### src/rtl/pipe_stall_ctrl_pkg.sv
// Shared types and constants for the MiniMIPS32 pipeline stall/sequencing controller.
package pipe_stall_ctrl_pkg;

  localparam int unsigned STALL_BUS    = 4;
  localparam int unsigned STALL_PC     = 0;
  localparam int unsigned STALL_IFID   = 1;
  localparam int unsigned STALL_IDEXE  = 2;
  localparam int unsigned STALL_EXEMEM = 3;

  typedef enum logic [1:0] {
    S_IDLE     = 2'd0,
    S_DIV_RUN  = 2'd1,
    S_DIV_DONE = 2'd2
  } state_t;

  // Hold enables for every stage from the PC up to and including top_idx.
  function automatic logic [STALL_BUS-1:0] stall_upto(input int unsigned top_idx);
    logic [STALL_BUS-1:0] v;
    v = '0;
    for (int unsigned i = 0; i < STALL_BUS; i++) begin
      if (i <= top_idx) v[i] = 1'b1;
    end
    return v;
  endfunction

endpackage

### src/rtl/pipe_stall_ctrl_load_use.sv
// Combinational load-use hazard detector: a load in EXE feeding a source read in ID.
module load_use_detect (
  input  logic       exe_mreg,
  input  logic       exe_wreg,
  input  logic [4:0] exe_wa,
  input  logic       id_re1,
  input  logic       id_re2,
  input  logic [4:0] id_ra1,
  input  logic [4:0] id_ra2,
  output logic       hazard
);

  always_comb begin
    hazard = exe_mreg & exe_wreg & (exe_wa != '0) &
             ((id_re1 & (id_ra1 == exe_wa)) | (id_re2 & (id_ra2 == exe_wa)));
  end

endmodule

### src/rtl/pipe_stall_ctrl.sv
// Pipeline stall/bubble controller: load-use interlock plus fixed-latency divider sequencing.
module pipe_stall_ctrl
  import pipe_stall_ctrl_pkg::*;
#(
  parameter int unsigned DIV_CYCLES = 32,
  parameter int unsigned CNT_W      = 8
) (
  input  logic                 cpu_clk_50M,
  input  logic                 cpu_rst_n,
  input  logic                 flush,
  input  logic                 exe_div_req,
  input  logic                 exe_mreg,
  input  logic                 exe_wreg,
  input  logic [4:0]           exe_wa,
  input  logic                 id_re1,
  input  logic                 id_re2,
  input  logic [4:0]           id_ra1,
  input  logic [4:0]           id_ra2,
  output logic [STALL_BUS-1:0] stall,
  output logic                 flush_idexe,
  output logic                 flush_exemem,
  output logic                 div_start,
  output logic                 div_done,
  output logic                 div_busy,
  output logic [31:0]          stall_cycles
);

  localparam logic [CNT_W-1:0] CNT_INIT = (DIV_CYCLES > 1) ? CNT_W'(DIV_CYCLES - 2) : '0;

  state_t               state_q, state_d;
  logic [CNT_W-1:0]     cnt_q, cnt_d;
  logic [31:0]          stall_cycles_q;
  logic                 hazard;
  logic [STALL_BUS-1:0] stall_c;
  logic                 flush_idexe_c, flush_exemem_c, div_start_c, div_done_c, div_busy_c;

  load_use_detect u_load_use_detect (
    .exe_mreg (exe_mreg),
    .exe_wreg (exe_wreg),
    .exe_wa   (exe_wa),
    .id_re1   (id_re1),
    .id_re2   (id_re2),
    .id_ra1   (id_ra1),
    .id_ra2   (id_ra2),
    .hazard   (hazard)
  );

  always_comb begin
    state_d        = state_q;
    cnt_d          = cnt_q;
    stall_c        = '0;
    flush_idexe_c  = 1'b0;
    flush_exemem_c = 1'b0;
    div_start_c    = 1'b0;
    div_done_c     = 1'b0;
    div_busy_c     = 1'b0;
    if (flush) begin
      state_d = S_IDLE;
      cnt_d   = '0;
    end else begin
      unique case (state_q)
        S_IDLE: begin
          if (exe_div_req) begin
            div_start_c    = 1'b1;
            stall_c        = stall_upto(STALL_IDEXE);
            flush_exemem_c = 1'b1;
            if (DIV_CYCLES == 1) begin
              state_d = S_DIV_DONE;
            end else begin
              state_d = S_DIV_RUN;
              cnt_d   = CNT_INIT;
            end
          end else if (hazard) begin
            stall_c       = stall_upto(STALL_IFID);
            flush_idexe_c = 1'b1;
          end
        end
        S_DIV_RUN: begin
          stall_c        = stall_upto(STALL_IDEXE);
          flush_exemem_c = 1'b1;
          div_busy_c     = 1'b1;
          if (cnt_q == '0) state_d = S_DIV_DONE;
          else             cnt_d   = cnt_q - CNT_W'(1);
        end
        S_DIV_DONE: begin
          div_done_c = 1'b1;
          state_d    = S_IDLE;
        end
        default: state_d = S_IDLE;
      endcase
    end
  end

  always_ff @(posedge cpu_clk_50M or negedge cpu_rst_n) begin
    if (!cpu_rst_n) begin
      state_q <= S_IDLE;
      cnt_q   <= '0;
    end else begin
      state_q <= state_d;
      cnt_q   <= cnt_d;
    end
  end

  always_ff @(posedge cpu_clk_50M or negedge cpu_rst_n) begin
    if (!cpu_rst_n)                          stall_cycles_q <= '0;
    else if ((|stall) && (stall_cycles_q != '1)) stall_cycles_q <= stall_cycles_q + 32'd1;
  end

  // Controls are decoded partly from live inputs, so gate them to keep everything quiet in reset.
  always_comb begin
    stall        = cpu_rst_n ? stall_c        : '0;
    flush_idexe  = cpu_rst_n & flush_idexe_c;
    flush_exemem = cpu_rst_n & flush_exemem_c;
    div_start    = cpu_rst_n & div_start_c;
    div_done     = cpu_rst_n & div_done_c;
    div_busy     = cpu_rst_n & div_busy_c;
    stall_cycles = stall_cycles_q;
  end

endmodule

### config.mk
export PLATFORM = sky130hd
export DESIGN_NAME = pipe_stall_ctrl
export DESIGN_NICKNAME = d
export VERILOG_FILES = /design/src/rtl/pipe_stall_ctrl_pkg.sv /design/src/rtl/pipe_stall_ctrl_load_use.sv /design/src/rtl/pipe_stall_ctrl.sv
export SDC_FILE = /design/constraint.sdc
export NUM_CORES = 1
export LEC_CHECK = 0
export CAP_MARGIN = 10
export CORE_MARGIN = 3
export CORE_UTILIZATION = 35
export CTS_BUF_LIST = sky130_fd_sc_hd__clkbuf_16
export CTS_CLUSTER_DIAMETER = 100
export DETAILED_ROUTE_END_ITERATION = 10
export GPL_ROUTABILITY_DRIVEN = 0
export PLACE_DENSITY = 0.65
export SYNTH_ARGS = -nofsm -noshare
export SYNTH_HDL_FRONTEND = slang
export SYNTH_HIERARCHICAL = 1
export SYNTH_SLANG_ARGS = --single-unit
### constraint.sdc
create_clock -name cpu_clk_50M -period 4.7 [get_ports cpu_clk_50M]
set_input_delay 0.705 -clock cpu_clk_50M [delete_from_list [all_inputs] [get_ports cpu_clk_50M]]
set_output_delay 0.705 -clock cpu_clk_50M [all_outputs]
set_load 0.02 [all_outputs]
==> results of run 1 <==
## stage by stage
stage / instance area [um2] / power [uW] / utilization / hold slack (ps)
after floorplan: 2340 / 566.1 / - / 409.4
after global placement: 3007 / 670.8 / 0.4681 / 488.2
after detailed placement: 3007 / 674.4 / 0.4681 / 494.3
after CTS: 3148 / 1015 / 0.4902 / 502.8
after global routing: 3148 / 1061 / 0.4902 / 542.4
final: 3148 / 1001 / 0.4902 / 496.2
## where the power goes
group          internal, uW  switching, uW  leakage, uW
Sequential              394           48.9     0.000567
Combinational           110            115     0.000642
Clock                   194            140    0.0000672
Total                   698            304      0.00128
## critical path: cells and delay by family
| family | cells | cell delay, ps |
|---|---|---|
| buffers and inverters | 3 | 1090 |
| AO/OA/AOI/OAI | 2 | 240 |
| AND/OR/NAND/NOR | 3 | 1070 |
## per-layer routing
layer / part of all wire / vias up
li1: - / 969
met4: 0.016 / 0
met2: 0.43 / 63
met1: 0.49 / 956
met3: 0.064 / 6
met5: 0 / -
## cell usage after synthesis, drive strengths merged (3+ instances only)
cell and n:
or4 4, nor3 10, nand3 20, buf 5, nand2 15, dfrtp 42, xnor2 23, nor2 15
nor4 5, nor3b 4, a211oi 4, inv 5, and4 4, a21oi 8, and3 10, o21ai 5
ha 3, xor2 17, and2 3, nand4 10
## layout by cell type, fill, tap and decap left out, types with 2 or more instances in the layout
cell             netlist  final
or4_1                  3      3
inv_1                  5      5
nand2_1               15     15
clkbuf_16              0      5
clkdlybuf4s50_1        0     61
ha_1                   3      3
a211oi_1               3      3
xor2_1                17     17
dfrtp_1               42     42
o21ai_0                5      5
nand4_1               10     10
nor2_1                15     15
nor4_1                 4      4
nor3b_1                4      4
nor2b_1                2      2
nor3_1                 9      9
xnor2_1               23     23
o41ai_1                2      2
and3_1                10     10
and4_1                 4      4
a311oi_1               2      2
and2_1                 3      3
a21oi_1                8      8
nand3b_1               2      2
nand3_1               20     20
## path summary, 6_finish.rpt
path | endpoint | depth (start not counted) | from | slack [ps]
min reg2reg | stall_cycles[26] | 1 | stall_cycles[26] | 500
max | stall[1] | 8 | exe_wa[3] | 880
max in group asynchronous | stall_cycles[18] | 2 | cpu_rst_n | 3790
min in group asynchronous | cnt_q[4] | 2 | cpu_rst_n | 530
max reg2reg | stall_cycles[16] | 6 | stall_cycles[0] | 2310
min | stall_cycles[26] | 1 | stall_cycles[26] | 500
## layout make-up
type                            instances  area (um2)
Clock buffer                            5       125.1
Clock inverter                          3       16.27
Fill cell                             611        3274
Inverter                                5       18.77
Multi-Input combinational cell        180        1217
Sequential cell                        42        1051
Tap cell                               77       96.34
Timing Repair Buffer                   63       623.1
## logic make-up (layout without fill, tap and decap cells)
group | count (synthesis) | in the layout | synth area share
AND/OR/NAND/NOR | 109 | 109 | 0.2668
other | 1 | 1 | 0.001603
adder cells (fa/ha/maj) | 3 | 3 | 0.01604
AO/OA/AOI/OAI | 26 | 26 | 0.08129
buffers and inverters | 12 | 76 | 0.03048
flip-flops | 42 | 42 | 0.4492
multiplexers | 1 | 1 | 0.004812
XOR/XNOR | 40 | 40 | 0.1497
## flip-flops by register name (all words and copies together), names as in the netlist
register and count:
state_q 2, stall_cycles 32, cnt_q 8
==> impl_metrics.ini, run 1 <==
[setup_path]
required_ps = 3990
max_stage_delay_ps = 570
start_kind = input port
crit_chain = clkdlybuf4s50_1 > or4_1 > o211ai_2 > a21oi_1 > nor3_1 > or2_1 > inv_1 > clkdlybuf4s50_1
crit_path_top_delay_cell = or4_1
crit_arrival_ps = 3120
crit_path_end_kind = primary output
crit_fanout = 6
critical_path_class = in2out
crit_top_cell = clkdlybuf4s50_1

[detailed_routing]
drtIter0Drc = 107
vias = 1994
drc_errors = 0
via_per_inst = 5.317
antenna_left = 0
drt_pass1_iterations = 6
wirelength_um = 5752
wl_per_cell_um = 15.34

[sta]
rsz0062_at_grt = no
fmax_mhz = 261.6
worst_slack_ps = 877.6
max_slew_margin = 0.3946
finalCritPeriodShare = 0.8133
fin_skew_ps = 4.182
finalSetupViolCount = 0
slew_violations = 0
max_slew.worst_pin.slew_ps = 905.7
hold_viol = 0
tns_ps = 0
fin_crit_ps = 3822

[logic_synthesis]
yosys.area.top_type = dfrtp_1
async_reset_ff_frac = 1.000
netlist_instances = 234
netlist_top_cells_area = dfrtp_1, xnor2_1, xor2_1
synthDistinctLibCells = 42
yosysWarningCount = 6
mappedNetlistArea_um2 = 2340
synth_flop_cell = dfrtp_1
ys_seq_area_frac = 0.4492
synth-edff-count = 0
avgSynthCellArea_um2 = 9.999
synth.net_count = 260
synth_top_area_share = 0.4492
ys_seq_elements = 42

[power]
p_leak_uw = 0.001277
vdd_drop_max_v = 0.0002561
power_density_nw_per_um2 = 318.1

[grt]
grt_use_total = 0.1610
antenna_found_initial = 0
gr-total-overflow = 0
busiest_layer = met2
grt_max_degree = 45
grt_use_met1 = 0.2210
grt_pass1_wl_um = 9708
grt_pass1_vias = 1992
grtUsageMet3 = 0.04233
grt_use_met2 = 0.2425

[layout]
diodes = 0
layout-drive-gt1-share = 0.06040
area_growth_pct = 34.55
fin_cells = 375
nets = 323

[clock_network]
cts.sinks = 42
cts_tree = built
insertion_delay_ps = 280
cts.htree.levels = 2
cts-hold-fix-buffers = 0
path_clk_slew_ps = 60
post_cts_resized = 0
root_buffer = clkbuf_16
post_cts_buffers = 0
numCtsBuffers = 5
clockBufferDepth = 2

[floorplan]
pin_count = 64
start_util = 0.3643
rows = 29
die_y_um = 87.76
die_area_um2 = 7702
die_w_um = 87.76
core-area_um2 = 6422

[place]
dp_slack_ps = 856.6
post-place-cells = 367
portBuffers = 62
dp_hpwl_um = 4185

[flow_run]
cap_violations = 0

[run_status]
status = finished clean

[worst_hold_path]
hold_path.class = reg2reg
No activity file was read; power rests on OpenSTA's default activity.
==> run 2, diff against run 1 <==
==> constraint.sdc (replaced) <==
create_clock -name cpu_clk_50M -period 3.87 [get_ports cpu_clk_50M]
set_input_delay 0.5805 -clock cpu_clk_50M [delete_from_list [all_inputs] [get_ports cpu_clk_50M]]
set_output_delay 0.5805 -clock cpu_clk_50M [all_outputs]
set_load 0.02 [all_outputs]
==> run 2 against run 1 <==
Against the previous run: design area increased by 0.24%; total power increased by 20%; routed wire length decreased by 5.1%; utilization increased by 0.12 points; non-clock buffer count increased by 1; setup slack got worse by 590 ps; worst hold slack got worse by 370 ps; count of clock-buffer cells in the layout unchanged; sequential cell count unchanged; critical path type unchanged; highest routed layer unchanged.
==> impl_metrics.ini, run 2 (synthesized netlist as in run 1, its figures left out) <==
[sta]
slew_violations = 0
tns_ps = 0
max_slew.worst_pin.slew_ps = 868.2
fmax_mhz = 279.4
fin_skew_ps = 4.228
max_slew_margin = 0.4197
finalSetupViolCount = 0
fin_crit_ps = 3579
rsz0062_at_grt = no
hold_viol = 0
finalCritPeriodShare = 0.9248
fin_hold_ws_ps = 124.8

[detailed_routing]
drtIter0Drc = 60
drt_pass1_iterations = 4
wirelength_um = 5456
via_per_inst = 5.218
wl_per_cell_um = 14.51
antenna_left = 0
vias = 1962
drc_errors = 0

[setup_path]
rr_startpoint = stall_cycles[5]
critical_path_class = in2out
worstReg2RegEnd = stall_cycles[16]
crit_arrival_ps = 3000
required_ps = 3290
rrSetupSlack_ps = 1560
rr_worst_depth = 5
crit_path_end_kind = primary output
start_kind = input port
crit_fanout = 6

[clock_network]
post_cts_buffers = 0
cts-hold-fix-buffers = 0
insertion_delay_ps = 280
cts.sinks = 42
post_cts_resized = 0
cts.htree.levels = 2
cts_tree = built
path_clk_slew_ps = 60
numCtsBuffers = 5
clockBufferDepth = 2
root_buffer = clkbuf_16

[power]
p_int_uw = 847.4
clockPowerShare = 0.328
switching_share = 0.2969
seq_power_share = 0.446
vdd_drop_max_v = 0.0002631
power_uw = 1205
p_comb_frac = 0.226
p_leak_uw = 0.001281
power_density_nw_per_um2 = 382.0
power.switching_uw = 357.9

[flow_run]
cap_violations = 0

[run_status]
status = finished clean

[place]
post-place-cells = 368
portBuffers = 62
dp_hpwl_um = 4189

[grt]
gr-total-overflow = 0
grt_max_degree = 39
antenna_found_initial = 0
grt_pass1_wl_um = 9294
grt_pass1_vias = 1959
grt_use_total = 0.1525

[layout]
nets = 324
fin_cells = 376
layout_common_cells = clkdlybuf4s50_1, dfrtp_1, xnor2_1
area_growth_pct = 34.87
utilization = 0.4913
largest_reg_flops = 32
diodes = 0
nFillCells = 609
layout-drive-gt1-share = 0.06355
layout.cells.most_common = clkdlybuf4s50_1

[floorplan]
start_util = 0.3643
core-area_um2 = 6422
rows = 29
die_area_um2 = 7702
pin_count = 64
die_y_um = 87.76
die_w_um = 87.76

[worst_hold_path]
hold_path.class = in2async
-- run 2: changes by cell type in the layout (fill, tap and decap cells not counted), sizes merged --
cell	change
buf	+1
-- run 2: worst max path at each step --
stage | startpoint | to | slack, ps | cells past startpoint
6_report | exe_wa[3] | stall[1] | 290 | 8
5_1_grt | exe_wa[3] | stall[1] | 120 | 8
4_1_cts | exe_wa[3] | stall[1] | 270 | 8
3_5_place_dp | exe_wa[3] | stall[1] | 270 | 8
3_3_place_gp | exe_wa[3] | stall[1] | 370 | 8
2_1_floorplan | exe_wa[3] | stall[1] | 1140 | 8
-- run 2: per-layer routing --
layer / track usage / part of all wire / up-vias / wire [um]
met5: 0 / 0 / - / 0
met3: 0.03857 / 0.067 / 6 / 363
met1: 0.2128 / 0.49 / 928 / 2681
met2: 0.2336 / 0.43 / 62 / 2349
met4: 0.04603 / 0.011 / 0 / 62
li1: - / - / 966 / -
-- run 2: through the flow --
stage	setup WS, ps	instance area, um2
2_1_floorplan	1137	2340
3_3_place_gp	374.0	3014
3_5_place_dp	274.8	3014
4_1_cts	272.7	3156
5_1_grt	116.8	3156
6_report	290.8	3156
-- run 2: worst max-delay path: stages --
cell	delay (ps)
clkdlybuf4s50_1	460
or4_1	570
o211ai_2	150
a21oi_1	60
nor3_1	240
or2_1	290
inv_1	90
clkdlybuf4s50_1	550
-- run 2: power by group through the flow --
| stage | combinational (uW) | sequential (uW) | clock (uW) |
|---|---|---|---|
| after floorplan | 124 | 563 | 0 |
| after global placement | 271 | 544 | 0 |
| after detailed placement | 274 | 545 | 0 |
| after CTS | 277 | 538 | 407 |
| after global routing | 300 | 547 | 428 |
| final | 272 | 537 | 396 |
-- run 2: layout make-up --
type / instances / area, um2 / share of cell area
clock buffer: 5 / 125.1 / 0.03965
tap: 77 / 96.34 / 0.03053
sequential: 42 / 1051 / 0.3331
inverter: 5 / 18.77 / 0.005948
timing repair buffer: 64 / 630.6 / 0.1998
multi-input combinational: 180 / 1217 / 0.3858
clock inverter: 3 / 16.27 / 0.005155
==> run 3, diff against run 2 <==
--- a/config.mk
+++ b/config.mk
@@ -5,7 +5,7 @@
 export SDC_FILE = /design/constraint.sdc
 export NUM_CORES = 1
 export LEC_CHECK = 0
-export CAP_MARGIN = 10
+export CAP_MARGIN = 0
 export CORE_MARGIN = 3
 export CORE_UTILIZATION = 35
 export CTS_BUF_LIST = sky130_fd_sc_hd__clkbuf_16
==> results of run 3 <==
No change in the layout: final DEF, timing and power equal those of run 2.
